[src/rtl/balu_24.sv]
// balu_24: registered 24-bit ALU (add/sub/div/rem/AND/OR/XOR/XNOR); optional zero/div_zero flags under BALU_24_STATUS_EN.
// Latency 1 cycle from operand sample to out; no backpressure, a new operation is accepted every clock.
module balu_24 #(
  parameter int WIDTH = 24
) (
  input  logic             clock,
  input  logic             reset,
  input  logic [WIDTH-1:0] in1,
  input  logic [WIDTH-1:0] in2,
  input  logic [2:0]       select,
  output logic [WIDTH:0]   out
`ifdef BALU_24_STATUS_EN
  ,
  output logic             zero,
  output logic             div_zero
`endif
);

  logic [WIDTH-1:0] quo;
  logic [WIDTH:0]   part;
  logic [WIDTH:0]   result;

  // Unrolled restoring divider. With in2 == 0 every trial subtract succeeds,
  // which yields an all-ones quotient and leaves in1 as the remainder.
  always_comb begin
    quo  = '0;
    part = '0;
    for (int i = WIDTH - 1; i >= 0; i--) begin
      part = {part[WIDTH-1:0], in1[i]};
      if (part >= {1'b0, in2}) begin
        part   = part - {1'b0, in2};
        quo[i] = 1'b1;
      end
    end
  end

  always_comb begin
    result = '0;
    case (select)
      3'b000:  result = {1'b0, in1} + {1'b0, in2};
      3'b001:  result = {1'b0, in1} - {1'b0, in2};
      3'b010:  result = {1'b0, quo};
      3'b011:  result = {1'b0, part[WIDTH-1:0]};
      3'b100:  result = {1'b0, in1 & in2};
      3'b101:  result = {1'b0, in1 | in2};
      3'b110:  result = {1'b0, in1 ^ in2};
      default: result = {1'b0, ~(in1 ^ in2)};
    endcase
  end

  always_ff @(posedge clock) begin
    if (reset) begin
      out <= '0;
    end else begin
      out <= result;
    end
  end

`ifdef BALU_24_STATUS_EN
  always_ff @(posedge clock) begin
    if (reset) begin
      zero     <= 1'b0;
      div_zero <= 1'b0;
    end else begin
      zero     <= (result == '0);
      div_zero <= (select[2:1] == 2'b01) && (in2 == '0);
    end
  end
`endif

endmodule

[config.mk]
export PLATFORM = sky130hd
export DESIGN_NAME = balu_24
export DESIGN_NICKNAME = d
export VERILOG_FILES = /design/src/rtl/balu_24.sv
export SDC_FILE = /design/constraint.sdc
export NUM_CORES = 1
export LEC_CHECK = 0
export CAP_MARGIN = 20
export CELL_PAD_IN_SITES_DETAIL_PLACEMENT = 0
export CELL_PAD_IN_SITES_GLOBAL_PLACEMENT = 1
export CORE_ASPECT_RATIO = 0.9
export CORE_MARGIN = 2
export CORE_UTILIZATION = 45
export CTS_CLUSTER_DIAMETER = 50
export DETAILED_ROUTE_END_ITERATION = 8
export PLACE_DENSITY = 0.93
export SLEW_MARGIN = 20
export SYNTH_ARGS = -nofsm -noshare
export SYNTH_HDL_FRONTEND = slang
export SYNTH_SLANG_ARGS = --single-unit
[constraint.sdc]
create_clock -name clock -period 109.9 [get_ports clock]
set_clock_uncertainty 0.1 [all_clocks]
set_input_delay 21.98 -clock clock [delete_from_list [all_inputs] [get_ports clock]]
set_output_delay 21.98 -clock clock [all_outputs]
set_load 0.005 [all_outputs]
==> impl_metrics.json <==
{
  "synthArstFlopShare_pct": 0,
  "ant_nets": 0,
  "grt_remaining_overflow": 0,
  "grt_pass1_wl_um": 211300,
  "largestRegisters": "out: 25 flops",
  "cts_buffers": 3,
  "worstHoldPathCells": 3,
  "cpMaxStageDelayCell": "clkdlybuf4s50_1",
  "critical_path.max_fanout": 26,
  "required_ps": 109890,
  "synthCells": 5066,
  "cts_hold_buf": 0,
  "gp_congestion": 1.050,
  "clk_pin_slew_ps": 80,
  "drv_slew": 0,
  "final_util_pct": 51.85,
  "startpoint_type": "input port",
  "clockRootBuffer": "clkbuf_16",
  "synth_area_um2": 36400,
  "crit_start": "in1[23]",
  "grt_max_degree": 37,
  "largest_reg_flops": 25,
  "io_buffer_count": 77,
  "antenna_cells": 0,
  "crit_top_cell": "o21ai_1",
  "row_count": 98,
  "via_per_inst": 6.347,
  "yosys_warnings": 0,
  "crit_type": "in -> reg",
  "layout_common_cells": "623 x ha_1, 489 x nor2_1, 406 x nand2_1, 368 x a21oi_1, 339 x buf_4",
  "max-slew-margin-rel_pct": 33.89,
  "yosys.area_share.simple_pct": 20.33,
  "hpwl_um": 110400,
  "synth_adder_area_share_pct": 22.77,
  "outcome": "complete, but fails checks",
  "wirelength_um": 138900,
  "die_h_um": 273.8,
  "worst_pin_slew_ps": 991.6,
  "routedWlPerCell_um": 21.64,
  "synthDistinctLibCells": 109,
  "violations": "design-rule violations",
  "top_register": "out",
  "fp.dieArea_um2": 83190,
  "drive_gt1_share_pct": 16.33,
  "period_needed_ps": 103430,
  "initialDrtViolationCount": 4021,
  "h-tree-depth": 1,
  "synthToLayoutAreaGrowth_pct": 13.69,
  "place_ws_ps": -2345,
  "synth_top_family_by_area": "compound AO/OA/AOI/OAI gates",
  "synth-compound-area-share_pct": 28.65,
  "finalHoldViolCount": 0,
  "endpoint_kind": "register",
  "synth_nets": 5767,
  "synth_seq_cells": 25,
  "fp.dieW_um": 303.8,
  "cap_violations": 0,
  "layout_commonest_cell": "ha_1",
  "final_nets": 6071,
  "initial_utilization_pct": 45.60,
  "muxShareOfSynthArea_pct": 13.00,
  "core_area_um2": 79820,
  "cts_buffer_depth": 2,
  "yosys.area_share.xor_xnor_pct": 8.950,
  "worstHoldEndpoint": "out[0]",
  "cts_sinks": 25,
  "max_freq_mhz": 9.669,
  "cts_tree": "done",
  "setup-violations-final": 0,
  "fin_ws_ps": 6473,
  "track_usage_pct": 31.73,
  "slowest_delay_ps": 560,
  "grt_pass1_vias": 37164,
  "drtPass1Iterations": 8,
  "fill_cells": 7726,
  "min_from": "in1[0]",
  "avgSynthCellArea_um2": 7.186,
  "num_vias": 40742,
  "finalCritPeriodShare_pct": 94.11,
  "antenna_found_initial": 0,
  "ys.flop_type": "dfxtp_1",
  "synth-edff-count": 0,
  "arrival_ps": 103420,
  "hp-class": "in -> reg",
  "boundaryPins": 78,
  "drc": 1,
  "yosysSeqAreaShare_pct": 1.375
}
[synth_stat cells, drive strengths merged (34+ instances only)]
cell	instances	area share, %
a211oi	48	1.1
a21boi	129	2.7
a21o	207	4.3
a21oi	389	5.4
a31oi	36	0.62
and2	37	0.64
and3	37	0.64
buf	42	0.71
clkbuf	89	0.92
ha	624	21
inv	319	3.3
mux2	332	10
mux2i	96	2.6
nand2	410	4.2
nand2b	66	1.1
nand3	92	1.3
nand4	106	1.8
nor2	501	5.2
nor2b	79	1.4
nor3	77	1.1
nor4	42	0.91
o21a	49	1.0
o21ai	401	5.6
o21bai	40	0.82
o221ai	34	0.84
o31ai	35	0.80
xnor2	231	5.6
xor2	141	3.4
[worst max-delay path: cells and delay by family]
kind | cells | cell delay [ps]
AOI/OAI and AO/OA | 288 | 48250
xor gates and xnor gates | 1 | 490
adders and majority gates | 24 | 7710
buffers and inverters | 38 | 6710
muxes | 23 | 7590
and+or+nand+nor | 63 | 10450
[worst max-delay path by stage]
stage,slack [ps],depth (start not counted),endpoint
floorplan,100,508,out[1]
global placement,270,455,out[3]
detailed placement,-2350,452,out[3]
CTS,20,463,out[4]
global route,-270,465,out[2]
finish,6470,437,out[3]
[per-stage QoR]
| step | instances | hold slack (ps) | TNS [ps] | cell area (um^2) |
|---|---|---|---|---|
| final | 6419 | 22320 | 0 | 41390 |
| after global placement | 6382 | 22590 | 0 | 40410 |
| after detailed placement | 6382 | 22580 | -50410 | 40410 |
| after CTS | 6400 | 22320 | 0 | 40810 |
| after global routing | 6419 | 22360 | -5220 | 41390 |
| after floorplan | 5066 | 22050 | 0 | 36530 |
[final cells by class]
type / count / area (um^2) / share of cell area, %
Multi-Input combinational cell: 4591 / 34790 / 84.06
Inverter: 319 / 1200 / 2.899
Tap cell: 1050 / 1314 / 3.174
Sequential cell: 25 / 500.5 / 1.209
Clock buffer: 3 / 75.07 / 0.1814
Timing Repair Buffer: 430 / 3502 / 8.462
Clock inverter: 1 / 5.005 / 0.01209
[what timing repair did]
item / 4_1_cts / 5_1_grt
pin swaps: 14 / 34
setup buffers: 14 / 18
gates cloned: 0 / 1
resized for setup: 52 / 245
endpoints found under the setup margin: 24 / 24
[cells by family (layout without fill, tap and decap cells)]
family / after synthesis / after routing
AOI/OAI and AO/OA: 1593 / 1593
xor gates and xnor gates: 372 / 372
muxes: 428 / 428
DFF: 25 / 25
and+or+nand+nor: 1550 / 1550
adders and majority gates: 648 / 648
buffers and inverters: 450 / 753
[routing by layer]
layer	global-route usage (%)	wire, um	vias to the layer above
met5	0	0	-
met4	11.17	5989	0
met3	6.519	16520	397
met2	48.12	56220	2138
met1	44.20	60210	18803
li1	-	-	19404
Power is not shown: default switching activity piles up to over one toggle a cycle in this logic, so the estimate is an artifact.
